[src/rtl/memory_arbiter_pkg.sv]
// Shared encodings for the two-port memory arbiter: FSM states, port ids, counter width.
package memory_arbiter_pkg;

    localparam int unsigned CNT_WIDTH = 3;

    localparam logic PORT0 = 1'b0;
    localparam logic PORT1 = 1'b1;

    typedef enum logic [1:0] {
        ST_IDLE   = 2'd0,
        ST_ACCESS = 2'd1,
        ST_WAIT   = 2'd2,
        ST_RESP   = 2'd3
    } arb_state_t;

endpackage

[src/rtl/rr_arbiter_2.sv]
// Two-requester winner select. Round-robin on contention unless ARB_FIXED_PRIORITY_EN
// is defined, in which case port 0 always wins and no history is needed.
module rr_arbiter_2
    import memory_arbiter_pkg::*;
(
    input  logic [1:0] req,
`ifndef ARB_FIXED_PRIORITY_EN
    input  logic       lastGrant,
`endif
    output logic       grant_c
);

    always_comb begin
        grant_c = PORT0;
        case (req)
            2'b10:   grant_c = PORT1;
`ifdef ARB_FIXED_PRIORITY_EN
            2'b11:   grant_c = PORT0;
`else
            2'b11:   grant_c = ~lastGrant;
`endif
            default: grant_c = PORT0;
        endcase
    end

endmodule

[src/rtl/memory_arbiter.sv]
// Shares one single-port memory between a fetch port (0) and a load/store port (1).
// Optional build macro: ARB_FIXED_PRIORITY_EN (port 0 always wins contention).
module memory_arbiter
    import memory_arbiter_pkg::*;
#(
    parameter int unsigned ADDR_WIDTH   = 8,
    parameter int unsigned DATA_WIDTH   = 32,
    parameter int unsigned READ_LATENCY = 1
) (
    input  logic                  clock,
    input  logic                  reset,
    input  logic                  p0_req,
    input  logic                  p0_we,
    input  logic [ADDR_WIDTH-1:0] p0_addr,
    input  logic [DATA_WIDTH-1:0] p0_wdata,
    output logic                  p0_ack,
    output logic [DATA_WIDTH-1:0] p0_rdata,
    input  logic                  p1_req,
    input  logic                  p1_we,
    input  logic [ADDR_WIDTH-1:0] p1_addr,
    input  logic [DATA_WIDTH-1:0] p1_wdata,
    output logic                  p1_ack,
    output logic [DATA_WIDTH-1:0] p1_rdata,
    output logic                  mem_read,
    output logic                  mem_write,
    output logic [ADDR_WIDTH-1:0] mem_addr,
    output logic [DATA_WIDTH-1:0] mem_wdata,
    input  logic [DATA_WIDTH-1:0] mem_read_data,
    output logic                  grant_id
);

    arb_state_t             state, stateNext;
    logic                   weLat, weNext;
    logic [CNT_WIDTH-1:0]   cnt, cntNext;
    logic                   memReadNext, memWriteNext;
    logic [ADDR_WIDTH-1:0]  memAddrNext;
    logic [DATA_WIDTH-1:0]  memWdataNext;
    logic                   grantNext;
    logic                   ack0Next, ack1Next;
    logic [DATA_WIDTH-1:0]  rdata0Next, rdata1Next;
    logic                   winner_c;
    logic                   selWe;
    logic [ADDR_WIDTH-1:0]  selAddr;
    logic [DATA_WIDTH-1:0]  selWdata;

`ifndef ARB_FIXED_PRIORITY_EN
    logic                   lastGrant, lastGrantNext;
`endif

    rr_arbiter_2 arb (
        .req       ({p1_req, p0_req}),
`ifndef ARB_FIXED_PRIORITY_EN
        .lastGrant (lastGrant),
`endif
        .grant_c   (winner_c)
    );

    assign selWe    = (winner_c == PORT1) ? p1_we    : p0_we;
    assign selAddr  = (winner_c == PORT1) ? p1_addr  : p0_addr;
    assign selWdata = (winner_c == PORT1) ? p1_wdata : p0_wdata;

    // mem_addr/mem_wdata double as the latched request; only we needs its own latch
    always_comb begin
        stateNext    = state;
        weNext       = weLat;
        cntNext      = cnt;
        memReadNext  = 1'b0;
        memWriteNext = 1'b0;
        memAddrNext  = mem_addr;
        memWdataNext = mem_wdata;
        grantNext    = grant_id;
        ack0Next     = 1'b0;
        ack1Next     = 1'b0;
        rdata0Next   = p0_rdata;
        rdata1Next   = p1_rdata;
`ifndef ARB_FIXED_PRIORITY_EN
        lastGrantNext = lastGrant;
`endif
        case (state)
            ST_IDLE: begin
                grantNext = PORT0;
                if (p0_req || p1_req) begin
                    stateNext    = ST_ACCESS;
                    grantNext    = winner_c;
                    weNext       = selWe;
                    memAddrNext  = selAddr;
                    memWdataNext = selWdata;
                    memWriteNext = selWe;
                    memReadNext  = ~selWe;
`ifndef ARB_FIXED_PRIORITY_EN
                    lastGrantNext = winner_c;
`endif
                end
            end
            ST_ACCESS: begin
                if (weLat) begin
                    stateNext = ST_RESP;
                    ack0Next  = (grant_id == PORT0);
                    ack1Next  = (grant_id == PORT1);
                end else begin
                    stateNext   = ST_WAIT;
                    cntNext     = CNT_WIDTH'(READ_LATENCY);
                    memReadNext = 1'b1;
                end
            end
            ST_WAIT: begin
                if (cnt == CNT_WIDTH'(1)) begin
                    stateNext = ST_RESP;
                    ack0Next  = (grant_id == PORT0);
                    ack1Next  = (grant_id == PORT1);
                    if (grant_id == PORT1) rdata1Next = mem_read_data;
                    else                   rdata0Next = mem_read_data;
                end else begin
                    cntNext     = cnt - CNT_WIDTH'(1);
                    memReadNext = 1'b1;
                end
            end
            ST_RESP: begin
                stateNext = ST_IDLE;
                grantNext = PORT0;
            end
            default: begin
                stateNext = ST_IDLE;
                grantNext = PORT0;
            end
        endcase
    end

    always_ff @(posedge clock) begin
        if (!reset) begin
            state     <= ST_IDLE;
            weLat     <= 1'b0;
            cnt       <= '0;
            mem_read  <= 1'b0;
            mem_write <= 1'b0;
            mem_addr  <= '0;
            mem_wdata <= '0;
            grant_id  <= PORT0;
            p0_ack    <= 1'b0;
            p1_ack    <= 1'b0;
            p0_rdata  <= '0;
            p1_rdata  <= '0;
`ifndef ARB_FIXED_PRIORITY_EN
            lastGrant <= PORT1;
`endif
        end else begin
            state     <= stateNext;
            weLat     <= weNext;
            cnt       <= cntNext;
            mem_read  <= memReadNext;
            mem_write <= memWriteNext;
            mem_addr  <= memAddrNext;
            mem_wdata <= memWdataNext;
            grant_id  <= grantNext;
            p0_ack    <= ack0Next;
            p1_ack    <= ack1Next;
            p0_rdata  <= rdata0Next;
            p1_rdata  <= rdata1Next;
`ifndef ARB_FIXED_PRIORITY_EN
            lastGrant <= lastGrantNext;
`endif
        end
    end

endmodule
[config.mk]
export PLATFORM = sky130hd
export DESIGN_NAME = memory_arbiter
export DESIGN_NICKNAME = d
export VERILOG_FILES = /design/src/rtl/memory_arbiter_pkg.sv /design/src/rtl/rr_arbiter_2.sv /design/src/rtl/memory_arbiter.sv
export SDC_FILE = /design/constraint.sdc
export NUM_CORES = 1
export LEC_CHECK = 0
export BUFFER_PORTS_ARGS = -buffer_cell sky130_fd_sc_hd__buf_2
export CORE_MARGIN = 2
export CORE_UTILIZATION = 31
export CTS_CLUSTER_SIZE = 12
export DETAILED_ROUTE_END_ITERATION = 8
export PLACE_DENSITY = 0.68
export SLEW_MARGIN = 5
export SYNTH_ARGS = -nofsm -noshare
export SYNTH_HDL_FRONTEND = slang
export SYNTH_SLANG_ARGS = --single-unit
[constraint.sdc]
create_clock -name clock -period 3.12 [get_ports clock]
set_input_delay 0.468 -clock clock [delete_from_list [all_inputs] [get_ports clock]]
set_output_delay 0.468 -clock clock [all_outputs]
set_load 0.02 [all_outputs]
Yosys cells after proc, flatten, opt, wreduce, memory -nomap -nowiden
Cells that the tools add are included.
- bitwise operators: 3
- add/sub/neg operators: 1
- reduce and logical (&&, ||, !) cells: 10
- eq/ne operators: 10
- muxes and demuxes: 23
- operator list (cell ; count):
    two-way mux 32 bit ; 1
    AND reduction 3 bit ; 4
    two-way mux 1 bit ; 10
    equality test 2 bit (second input constant) ; 4
    two-way mux 8 bit ; 1
    != test 2 bit (second input constant) ; 4
    case mux 1 bit (2 select lines) ; 4
    case mux 2 bit (4 select lines) ; 1
    two-way mux 3 bit ; 2
    case mux 3 bit (2 select lines) ; 1
    two-way mux 2 bit ; 2
    AND reduction 2 bit ; 2
    nonzero test 2 bit ; 2
    equality test 3 x 1 -> 1 bit (second input constant) ; 1
    inverter 1 bit ; 3
    case mux 1 bit (3 select lines) ; 1
    subtractor 3 x 1 -> 3 bit (second input constant) ; 1
    equality test 2 x 1 -> 1 bit (second input constant) ; 1
    logical NOT 2 bit ; 1
    logical OR 1 bit ; 1
- bits in registers: 116
- input port bits: 118
- output and inout port bits: 109
- word-level logic and storage cells: 60

Depth between registers and ports, before layout
Gate-level depths: netlist of run 1.
- depth in word-level cells: 6
- mapped depth: 8

Modules after synthesis
From an unflattened synthesis of run 1, not the netlist that was laid out.
- cell total of the unflattened synthesis: 535
- area total of the unflattened synthesis: 4859.7 um^2
- modules (own cells, without submodules) (module ; seq. area each (um^2) ; cells an instance ; times used ; area each (um^2)):
    memory_arbiter ; 2322.2 ; 534 ; 1 ; 4848.4
    rr_arbiter_2 ; 0.0 ; 1 ; 1 ; 11.3

Worst setup path before layout of run 1
No wires, ideal clock.
- path kind: flip-flop to flip-flop
- start point: reg state[0]
- end point: reg p1_rdata[0]
- library setup time: 0.116 ns
- required time: 3.004 ns
- cell stages (with the launch flop): 9
- buffers on the path: 2
- data arrival time: 1.439 ns
- setup slack: 1.564 ns
- clock period less this slack: 1.556 ns
- cell sequence: dfxtp_1 inv_1 ha_1 nand3b_4 or2_1 buf_2 buf_6 nand2_1 a21boi_1
- word-level cells in the longest chain between the ends: 2
- ends and longest elaborated chain (item ; line ; RTL):
    start, declared ; memory_arbiter.sv:32 ; arb_state_t state, stateNext;
    start signal, assigned ; memory_arbiter.sv:147 ; state <= stateNext;
    equality test 2 bit ; memory_arbiter.sv:79 ; case (state)
    AND reduction 3 bit (no source line) ; - ;
    end signal, assigned ; memory_arbiter.sv:158 ; p1_rdata <= rdata1Next;
    end, declared ; memory_arbiter.sv:23 ; output logic [DATA_WIDTH-1:0] p1_rdata,
No other way between the ends.
A chain may end at the register's enable or synchronous reset.

Worst setup path in the final report of run 1
- start point: reg state[0]
- end point: reg mem_wdata[25]
- word-level cells in the longest chain between the ends: 2
- ends and longest elaborated chain (item ; line ; RTL):
    logical NOT 2 bit ; memory_arbiter.sv:79 ;
    AND reduction 2 bit (no source line) ; - ;
    end signal, assigned ; memory_arbiter.sv:153 ; mem_wdata <= memWdataNext;
    end, declared ; memory_arbiter.sv:27 ; output logic [DATA_WIDTH-1:0] mem_wdata,
No other way between the ends.

==> metrics.cfg, run 1 <==
[floorplan]
rows = 44
start_util = 0.320
coreArea_sq_um = 14600
die_w_um = 127
num_io_pins = 227
dieArea_sq_um = 16100
die_h_um = 127

[routing]
routed_wl_mm = 13.2
vias_per_cell = 4.71
firstDrtPassIters = 4
drc_errors = 0
drt_iter0_drc = 294
num_vias = 4629
ant_nets = 0
wl_per_cell_um = 13.4

[sta]
setup_viol = 0
rsz0062_at_grt = false
setup_tns_ns = 0
final.min_clock_period_ns = 2.01
fmax_ghz = 0.497
worst_slew_pin_slew_ns = 0.842
skew_ns = 0.0161
fin_crit_sh = 0.645
hold_viol = 0
relSlewSlack = 0.438
drv_slew = 0

[synth]
synthCells = 577
synth_fp_nets = 702
avgSynthCellArea_sq_um = 8.12
ys_ff_latch = 116
yosysTopAreaCell = dfxtp_1
synthTopCellsByArea = dfxtp_1 50%, nand2_1 17%, a21boi_0 5.6%
synth_seq_area_share = 0.495
synth_top_cell_area_share = 0.495
syn_area_sq_um = 4690
synth-warning-count = 0
synth_cell_types = 35

[worst_hold_path]
hold_depth = 3
min_to = p1_rdata[19]$_SDFFE_PN0P_
hold_path.class = input pin to register
hp-start = mem_read_data[19]

[critical_path]
r2r_end = mem_wdata[25]$_SDFFE_PN0P_
criticalPathCategory = register to register
cp_cell_sequence = inv_1 > ha_1 > nor2b_4 > buf_12 > o21ai_0 > a31oi_1
slowest_delay_ns = 0.57
r2r-start = state[0]$_SDFFE_PN0P_
crit_path_top_delay_cell = nor2b_4
critPathCaptureType = register
worstPathMaxFanout = 52
worstRegToRegCells = 6
critPathArrivalTime_ns = 2.36
critical_path_required_ns = 3.46
reg2reg_setup_slack_ns = 1.11
start_kind = register

[clock_tree]
cts_tree = done
cts_setup_buffers = 0
cts_resized = 0
clk_pin_slew_ns = 0.06
cts_root_buffer = clkbuf_16
clk_latency_ns = 0.41
cts_sinks = 116
cts_inserted_buffers = 17
htree_num_levels = 4
cts.path.max_buffers = 2
cts-hold-fix-buffers = 0

[cells_and_area]
drive_gt1_frac = 0.336
nNetsFinal = 911
final_common_cell = buf_2
diodes = 0
most-common-layout-cells = 226 x buf_2, 214 x nand2_1, 116 x dfxtp_1
area_delta_synth_final_pct = 38.8

[power]
ir_drop_v = 0.000460
p_per_area_nw_per_um2 = 788
p_leak_nw = 2.99
total_power_mw = 5.13

[global_route]
grt_start_max_net_pins = 65
gr-total-overflow = 0
grt_antenna_before_repair = 0
grt_pass1_wl_mm = 21.3
track_usage = 0.165
grt_pass1_vias = 4409

[placement]
gp_congestion = 0.747
io_buffers = 226
dp_hpwl_mm = 8.98

[job]
maxCapViolCount = 0

[run_status]
status = complete, no violations

==> power by group <==
| part | switching [mW] | internal [mW] | leakage, nW |
|---|---|---|---|
| combinational | 0.852 | 0.481 | 1.76 |
| clock | 0.679 | 1.23 | 0.282 |
| sequential | 0.141 | 1.75 | 0.946 |
==> layer usage <==
metal  GRT usage  vias to the layer above  share of wire
li1            -                     2342              -
met1       0.204                     2076           0.45
met2       0.266                      203           0.45
met3      0.0595                        8          0.090
met4      0.0575                        0         0.0073
met5           0                        -              0
==> cell type report <==
class / instances / area [sq um]
clock inverters: 9 / 104
inverters: 8 / 30.0
clock buffers: 22 / 474
flip-flops and latches: 116 / 2320
well taps: 184 / 230
fillers: 1483 / 8140
multi-input cells: 410 / 2140
repair buffers: 233 / 1210
==> cell families after synthesis <==
| logic type | count (synthesis) | share of synthesized area |
|---|---|---|
| AO/OA/AOI/OAI | 165 | 0.229 |
| XOR/XNOR | 1 | 0.00187 |
| AND/OR/NAND/NOR | 236 | 0.202 |
| buffers and inverters | 51 | 0.0518 |
| multiplexers | 1 | 0.00214 |
| flip-flops | 116 | 0.495 |
| adder cells (fa/ha/maj) | 7 | 0.0187 |
==> metrics by stage <==
stage	cell area (sq um)	setup WS [ns]	cells	hold slack [ns]	utilization
floorplan	4690	1.56	577	0.458	-
global placement	5930	1.18	951	0.438	0.405
detailed placement	5930	1.10	951	0.441	0.405
CTS	6510	1.10	982	0.288	0.444
global route	6510	0.843	982	0.297	0.444
finish	6510	1.11	982	0.309	0.444
==> registers in the layout, indices dropped and copies added (netlist names), 2 cells and up <==
| name | count |
|---|---|
| cnt | 3 |
| mem_addr | 8 |
| mem_wdata | 32 |
| p0_rdata | 32 |
| p1_rdata | 32 |
| state | 2 |
==> synthesized netlist by cell type <==
cell and n:
nand2_1 214, dfxtp_1 116, o21ai_0 45, a31oi_1 40, a21boi_0 35, a21boi_1 30
clkbuf_1 25, buf_2 10, inv_1 8, a21oi_1 7, ha_1 7, buf_4 4
nand2b_1 4, nor2b_1 4, buf_6 3, nor2_1 3, and2_1 2, nand3_1 2
nor2_2 2, a21bo_2 1, a21boi_2 1, a22oi_1 1, and3_1 1, clkbuf_2 1
mux2i_1 1, nand3b_1 1, nand3b_4 1, nor3_1 1, o2111ai_1 1, o211ai_1 1
o2bb2ai_1 1, o311a_1 1, o32ai_1 1, or2_1 1, xnor2_1 1
==> worst max-delay path by stage <==
| stage | from | end | slack, ns |
|---|---|---|---|
| detailed placement | state[0]$_SDFFE_PN0P_ | mem_wdata[25]$_SDFFE_PN0P_ | 1.10 |
| global placement | state[0]$_SDFFE_PN0P_ | mem_wdata[24]$_SDFFE_PN0P_ | 1.18 |
| finish | state[0]$_SDFFE_PN0P_ | mem_wdata[25]$_SDFFE_PN0P_ | 1.11 |
| CTS | state[0]$_SDFFE_PN0P_ | mem_wdata[25]$_SDFFE_PN0P_ | 1.10 |
| floorplan | state[0]$_SDFFE_PN0P_ | p1_rdata[0]$_SDFFE_PN0P_ | 1.56 |
| global route | state[0]$_SDFFE_PN0P_ | mem_wdata[24]$_SDFFE_PN0P_ | 0.84 |
==> worst max-delay path: cells and delay by family, from the launching register on <==
family          cells  cell delay (ns)
compound gates      2             0.30
fa+ha+maj           1             0.31
buf+inv             2             0.40
flops               1             0.35
simple gates        1             0.57
(Power assumes the default switching activity.)
==> inputs of run 2 (changes only) <==
==> constraint.sdc (replaced) <==
create_clock -name clock -period 2.05 [get_ports clock]
set_input_delay 0.3075 -clock clock [delete_from_list [all_inputs] [get_ports clock]]
set_output_delay 0.3075 -clock clock [all_outputs]
set_load 0.02 [all_outputs]
==> run 2 against run 1 <==
  * Maximum frequency rose by 16%
  * Register-to-register slack got worse by 0.79 ns
  * Clock power rose by 66%
  * Wire length barely moved
  * Critical endpoint is now p1_rdata[2]$_SDFFE_PN0P_
  * Highest routed layer is now met5
==> metrics.cfg, run 2 (synthesis results as in run 1) <==
[critical_path]
worstPathMaxFanout = 32  ; -38%
start_kind = register
crit_start = state[0]$_SDFFE_PN0P_
critical_path_required_ns = 2.38  ; -1.08 ns
r2r_end = p1_rdata[2]$_SDFFE_PN0P_
r2r-start = state[0]$_SDFFE_PN0P_
reg2reg_setup_slack_ns = 0.31  ; -0.79 ns
critPathArrivalTime_ns = 2.07  ; -0.29 ns
worstRegToRegCells = 7  ; +1
critPathCaptureType = register
criticalPathCategory = register to register

[global_route]
grt_pass1_wl_mm = 21.7  ; +1.7%
grt_start_max_net_pins = 116  ; +78%
grt_antenna_before_repair = 2  ; +2
gr-total-overflow = 0  ; unchanged
grt_pass1_vias = 4430  ; +0.48%
track_usage = 0.168  ; +0.00371

[routing]
ant_nets = 0  ; unchanged
firstDrtPassIters = 7  ; +3
vias_per_cell = 4.69  ; -0.44%
drc_errors = 0  ; unchanged
wl_per_cell_um = 13.4  ; -0.21%
drt_iter0_drc = 222  ; -24%
routed_wl_mm = 13.2  ; about the same
num_vias = 4618  ; -0.24%

[sta]
setup_viol = 0  ; unchanged
relSlewSlack = 0.717  ; +0.279
worst_slew_pin_slew_ns = 0.423  ; -0.420 ns
rsz0062_at_grt = false
skew_ns = 0.00849  ; -0.00760 ns
fin_crit_sh = 0.848  ; +0.202
setup_tns_ns = 0  ; unchanged
final.min_clock_period_ns = 1.74  ; -0.276 ns
fin_ws_ns = 0.312  ; -0.794 ns
hold_viol = 0  ; unchanged
drv_slew = 0  ; unchanged
fmax_ghz = 0.575  ; +16%

[worst_hold_path]
min_to = p1_rdata[19]$_SDFFE_PN0P_
hold_path.class = input pin to register
hold_depth = 3  ; unchanged
hp-start = mem_read_data[19]

[cells_and_area]
post-route-util = 0.452  ; +0.00769
diodes = 0  ; unchanged
nNetsFinal = 912  ; +0.11%
final_area_sq_um = 6620  ; +1.7%
post_layout_nonfiller_instances = 984  ; +0.20%
area_delta_synth_final_pct = 41.2
drive_gt1_frac = 0.339  ; +0.00291
fill_cells = 1492  ; +0.61%
final_common_cell = buf_2
reg.largest.list = mem_wdata (32), p0_rdata (32), p1_rdata (32)
most-common-layout-cells = 226 x buf_2, 214 x nand2_1, 116 x dfxtp_1

[clock_tree]
cts_tree = done
clk_pin_slew_ns = 0.06  ; about the same
cts_sinks = 116  ; unchanged
cts_inserted_buffers = 17  ; unchanged
cts_setup_buffers = 0  ; unchanged
cts_resized = 0  ; unchanged
clk_latency_ns = 0.41  ; about the same
cts_root_buffer = clkbuf_16
htree_num_levels = 4  ; unchanged
cts-hold-fix-buffers = 0  ; unchanged
cts.path.max_buffers = 2  ; unchanged

[floorplan]
num_io_pins = 227  ; unchanged
coreArea_sq_um = 14600  ; unchanged
rows = 44  ; unchanged
die_h_um = 127  ; unchanged
dieArea_sq_um = 16100  ; unchanged
die_w_um = 127  ; unchanged
start_util = 0.320  ; unchanged

[power]
pwr-share-seq = 0.355  ; -0.013
power_switching_share = 0.319  ; -0.00666
ir_drop_v = 0.000650  ; +41%
comb_power_share = 0.253  ; -0.007
p_leak_nw = 3.04  ; +1.5%
p_per_area_nw_per_um2 = 1220  ; +55%
p_switching_mw = 2.58  ; +55%
clock_power_share = 0.392  ; +0.020
p_int_mw = 5.51  ; +59%

[placement]
dp_hpwl_mm = 9.03  ; +0.51%
io_buffers = 226  ; unchanged
dp_slack_ns = 0.335  ; -0.770 ns
gp_congestion = 0.775  ; +3.8%
dp_cells = 952  ; +0.11%
place_area_sq_um = 5990  ; +0.97%

[run_status]
status = complete, no violations

[job]
maxCapViolCount = 0  ; unchanged

run 2: cell types whose count changed in the layout (fill, tap and decap cells not counted), sizes merged:
cell    before  now
bufinv       2    4
clkbuf      22   20
buf        233  234
clkinv       5    4
inv          8   10
run 2: metrics by stage:
step,hold WS (ns),total power [mW]
global route,0.133,8.58
floorplan,0.439,4.23
global placement,0.437,4.97
CTS,0.119,8.21
detailed placement,0.447,4.98
finish,0.144,8.09
run 2: final cells by class:
cell class                      instances  area (sq um)  share of cell area
Clock buffer                           20           457              0.0690
Clock inverter                         12           176              0.0267
Inverter                                8          30.0             0.00454
Multi-Input combinational cell        410          2140               0.323
Sequential cell                       116          2320               0.351
Tap cell                              184           230              0.0348
Timing Repair Buffer                  234          1270               0.191
run 2: worst max path at each step:
stage          cells past startpoint                  endpoint
6_report                           7  p1_rdata[2]$_SDFFE_PN0P_
5_1_grt                            7  p1_rdata[1]$_SDFFE_PN0P_
4_1_cts                            7  p1_rdata[2]$_SDFFE_PN0P_
3_5_place_dp                       7  p1_rdata[2]$_SDFFE_PN0P_
3_3_place_gp                       7  p1_rdata[2]$_SDFFE_PN0P_
2_1_floorplan                      8  p1_rdata[0]$_SDFFE_PN0P_
run 2: metal layers:
metal,routed length [um],track usage,share of wire
met5,27,0,0.0020
met4,172,0.0621,0.013
met3,1220,0.0679,0.092
met2,5920,0.274,0.45
met1,5830,0.201,0.44
run 2: critical path: stages, from the launching register on:
cell	delay [ns]
dfxtp_1	0.39
inv_1	0.10
ha_1	0.32
nand3b_4	0.15
or2_1	0.11
buf_4	0.32
nand2_1	0.08
a21boi_0	0.18
run 2: power by group through the flow:
stage	Combinational (mW)	Clock (mW)	Sequential (mW)
final	2.04	3.17	2.87
after global routing	2.28	3.36	2.93
after CTS	2.08	3.26	2.88
after detailed placement	2.07	0	2.91
after global placement	2.07	0	2.90
after floorplan	0.897	0	3.34
==> inputs of run 3 (changes only) <==
--- a/config.mk
+++ b/config.mk
@@ -5,6 +5,7 @@
 export SDC_FILE = /design/constraint.sdc
 export NUM_CORES = 1
 export LEC_CHECK = 0
+export ABC_AREA = 1
 export BUFFER_PORTS_ARGS = -buffer_cell sky130_fd_sc_hd__buf_2
 export CORE_MARGIN = 2
 export CORE_UTILIZATION = 31
==> constraint.sdc (replaced) <==
create_clock -name clock -period 1.79 [get_ports clock]
set_input_delay 0.2685 -clock clock [delete_from_list [all_inputs] [get_ports clock]]
set_output_delay 0.2685 -clock clock [all_outputs]
set_load 0.02 [all_outputs]
==> run 3 against run 2 <==
  * Wire length is 10% higher
  * Clock skew hardly changed
  * Core utilization is 0.49 points lower
  * Clock power increased by 2%
  * Count of clock-buffer cells in the layout fell by 2
  * Critical endpoint is now p1_rdata[7]$_SDFFE_PN0P_
  * Highest routed layer unchanged
==> metrics.cfg, run 3 <==
[critical_path]
cp-endpoint = p1_rdata[7]$_SDFFE_PN0P_
crit_start = state[1]$_SDFFE_PN0P_
critPathArrivalTime_ns = 1.85  ; -0.22 ns
worstPathMaxFanout = 32  ; unchanged
slowest_delay_ns = 0.40  ; about the same
crit_path_frequent_cell = nor2_1
worstRegToRegCells = 6  ; -1
cp_cell_sequence = ha_1 > nand3_2 > nor2_4 > inv_2 > nor2_1 > nor2_1
critPathCaptureType = register
start_kind = register
reg2reg_setup_slack_ns = 0.25  ; -0.07 ns
crit_buf_inv = 1  ; -1
critical_path_required_ns = 2.10  ; -0.28 ns
r2r-start = state[1]$_SDFFE_PN0P_
critPathTopFamily = simple AND/OR/NAND/NOR gates
r2r_end = p1_rdata[7]$_SDFFE_PN0P_
criticalPathCategory = register to register
crit_path_top_delay_cell = dfxtp_1
critical_path_depth = 6  ; -1

[global_route]
grt_pass1_wl_mm = 23.4  ; +7.7%
grt_pass1_vias = 4798  ; +8.3%
gr-total-overflow = 0  ; unchanged
track_usage = 0.183  ; +0.0144
grt_start_max_net_pins = 51  ; -56%
grt_antenna_before_repair = 3  ; +1

[synth]
async_flop_share = 0  ; unchanged
yosysMostFrequentCell = nand2_1
syn_area_sq_um = 4680  ; -0.24%
avgSynthCellArea_sq_um = 7.33  ; -9.8%
netlist_top_cells_count = 138 x nand2_1, 116 x dfxtp_1, 109 x nor2_1, 78 x a21oi_1, 56 x o21ai_0
synth_seq_area_share = 0.497  ; +0.00119
synthCells = 638  ; +11%
synth_cell_types = 21  ; -40%
synthFlopType = dfxtp_1
ys_ff_latch = 116  ; unchanged
yosysTopAreaCell = dfxtp_1
synth-warning-count = 0  ; unchanged
synthTopCellsByArea = dfxtp_1 50%, nand2_1 11%, nor2_1 8.8%
synth_edf_count = 0  ; unchanged
synth_top_cell_area_share = 0.497  ; +0.00119
synth_fp_nets = 763  ; +8.7%

[cells_and_area]
drive_gt1_frac = 0.326  ; -0.0131
most-common-layout-cells = 226 x buf_2, 138 x nand2_1, 116 x dfxtp_1
nNetsFinal = 975  ; +6.9%
reg.largest.list = mem_wdata (32), p0_rdata (32), p1_rdata (32)
post_layout_nonfiller_instances = 1048  ; +6.5%
final_common_cell = buf_2
fill_cells = 1540  ; +3.2%
area_delta_synth_final_pct = 40.0

[floorplan]
start_util = 0.319  ; -0.000769
num_io_pins = 227  ; unchanged
rows = 44  ; unchanged
dieArea_sq_um = 16100  ; -0.24%
coreArea_sq_um = 14600  ; unchanged
die_w_um = 127  ; -0.12%
die_h_um = 127  ; -0.12%

[clock_tree]
cts_tree = done
cts-hold-fix-buffers = 0  ; unchanged
cts_inserted_buffers = 17  ; unchanged
cts.path.max_buffers = 2  ; unchanged
cts_resized = 0  ; unchanged
clk_pin_slew_ns = 0.06  ; about the same
cts_root_buffer = clkbuf_16
cts_sinks = 116  ; unchanged
cts_setup_buffers = 0  ; unchanged
clk_latency_ns = 0.41  ; about the same
htree_num_levels = 4  ; unchanged

[worst_hold_path]
hold_path.class = input pin to register
hp-start = p1_wdata[6]

[placement]
io_buffers = 226  ; unchanged
gp_congestion = 0.810  ; +4.6%
dp_cells = 1015  ; +6.6%
dp_hpwl_mm = 10.2  ; +13%

[power]
p_per_area_nw_per_um2 = 1460  ; +19%
ir_drop_v = 0.000592  ; -8.9%
p_leak_nw = 3.27  ; +7.8%

[routing]
ant_nets = 0  ; unchanged
wl_per_cell_um = 13.9  ; +3.6%
firstDrtPassIters = 4  ; -3
drt_iter0_drc = 232  ; +4.5%
routed_wl_mm = 14.5  ; +10%
vias_per_cell = 4.72  ; +0.54%
num_vias = 4945  ; +7.1%
drc_errors = 0  ; unchanged

[sta]
drv_slew = 0  ; unchanged
rsz0062_at_grt = false
fin_crit_sh = 0.862  ; +0.0146
relSlewSlack = 0.536  ; -0.181
worst_slew_pin_slew_ns = 0.695  ; +0.272 ns
skew_ns = 0.00872  ; +0.000227 ns
final.min_clock_period_ns = 1.54  ; -0.194 ns
fmax_ghz = 0.648  ; +13%
hold_viol = 0  ; unchanged
hold_slack_ns = 0.0781  ; -0.0656 ns
setup_viol = 0  ; unchanged
setup_tns_ns = 0  ; unchanged

[job]
maxCapViolCount = 0  ; unchanged

[run_status]
status = complete, no violations

run 3: area by class of cell:
cell class                 count  area [sq um]  share of cell area
antenna                        1          2.50            0.000382
clock buffer                  18           439              0.0671
clock inverter                14           129              0.0197
inverter                      20          75.1              0.0115
multi-input combinational    458          2060               0.315
sequential                   116          2320               0.355
tap                          184           230              0.0352
timing repair buffer         237          1290               0.197
run 3: worst reg2reg max path: cells and delay by family (launching register included):
kind | cells | cell delay (ns)
and+or+nand+nor | 4 | 0.54
DFF | 1 | 0.40
adders and majority gates | 1 | 0.27
buffers and inverters | 1 | 0.22
run 3: power by group:
part | switching, mW | total (mW) | internal [mW]
clock | 1.28 | 3.24 | 1.95
combinational | 1.96 | 3.03 | 1.07
sequential | 0.229 | 3.26 | 3.03
total | 3.47 | 9.53 | 6.06
run 3: cell families (layout without fill, tap and decap cells):
group / count (synthesis) / in the layout / share of synthesized area
simple gates: 294 / 294 / 0.252
compound gates: 157 / 157 / 0.169
flops: 116 / 116 / 0.497
buf+inv: 64 / 289 / 0.0637
fa+ha+maj: 7 / 7 / 0.0187
other cells: 0 / 1 / 0
run 3: worst min-delay path by stage:
stage	to	slack, ns	cells after the start
floorplan	p1_rdata[1]$_SDFFE_PN0P_	0.40	2
detailed placement	p0_rdata[21]$_SDFFE_PN0P_	0.45	2
finish	mem_wdata[6]$_SDFFE_PN0P_	0.08	3
global route	mem_wdata[6]$_SDFFE_PN0P_	0.07	3
CTS	mem_wdata[11]$_SDFFE_PN0P_	0.06	3
global placement	p0_rdata[15]$_SDFFE_PN0P_	0.45	2
run 3: per-layer routing:
layer | vias up | global-route usage | share of wire
met5 | - | 0 | 0.00089
met4 | 2 | 0.0730 | 0.020
met3 | 18 | 0.0683 | 0.097
met2 | 212 | 0.295 | 0.45
met1 | 2211 | 0.221 | 0.43
li1 | 2502 | - | -
run 3: per-stage QoR:
stage | utilization | cell area (sq um) | power [mW] | setup WS, ns
floorplan | - | 4680 | 5.39 | 0.392
global placement | 0.408 | 5980 | 6.34 | 0.273
detailed placement | 0.408 | 5980 | 6.35 | 0.232
CTS | 0.447 | 6550 | 9.62 | 0.230
global route | 0.447 | 6550 | 10.2 | 0.0429
finish | 0.447 | 6550 | 9.53 | 0.246
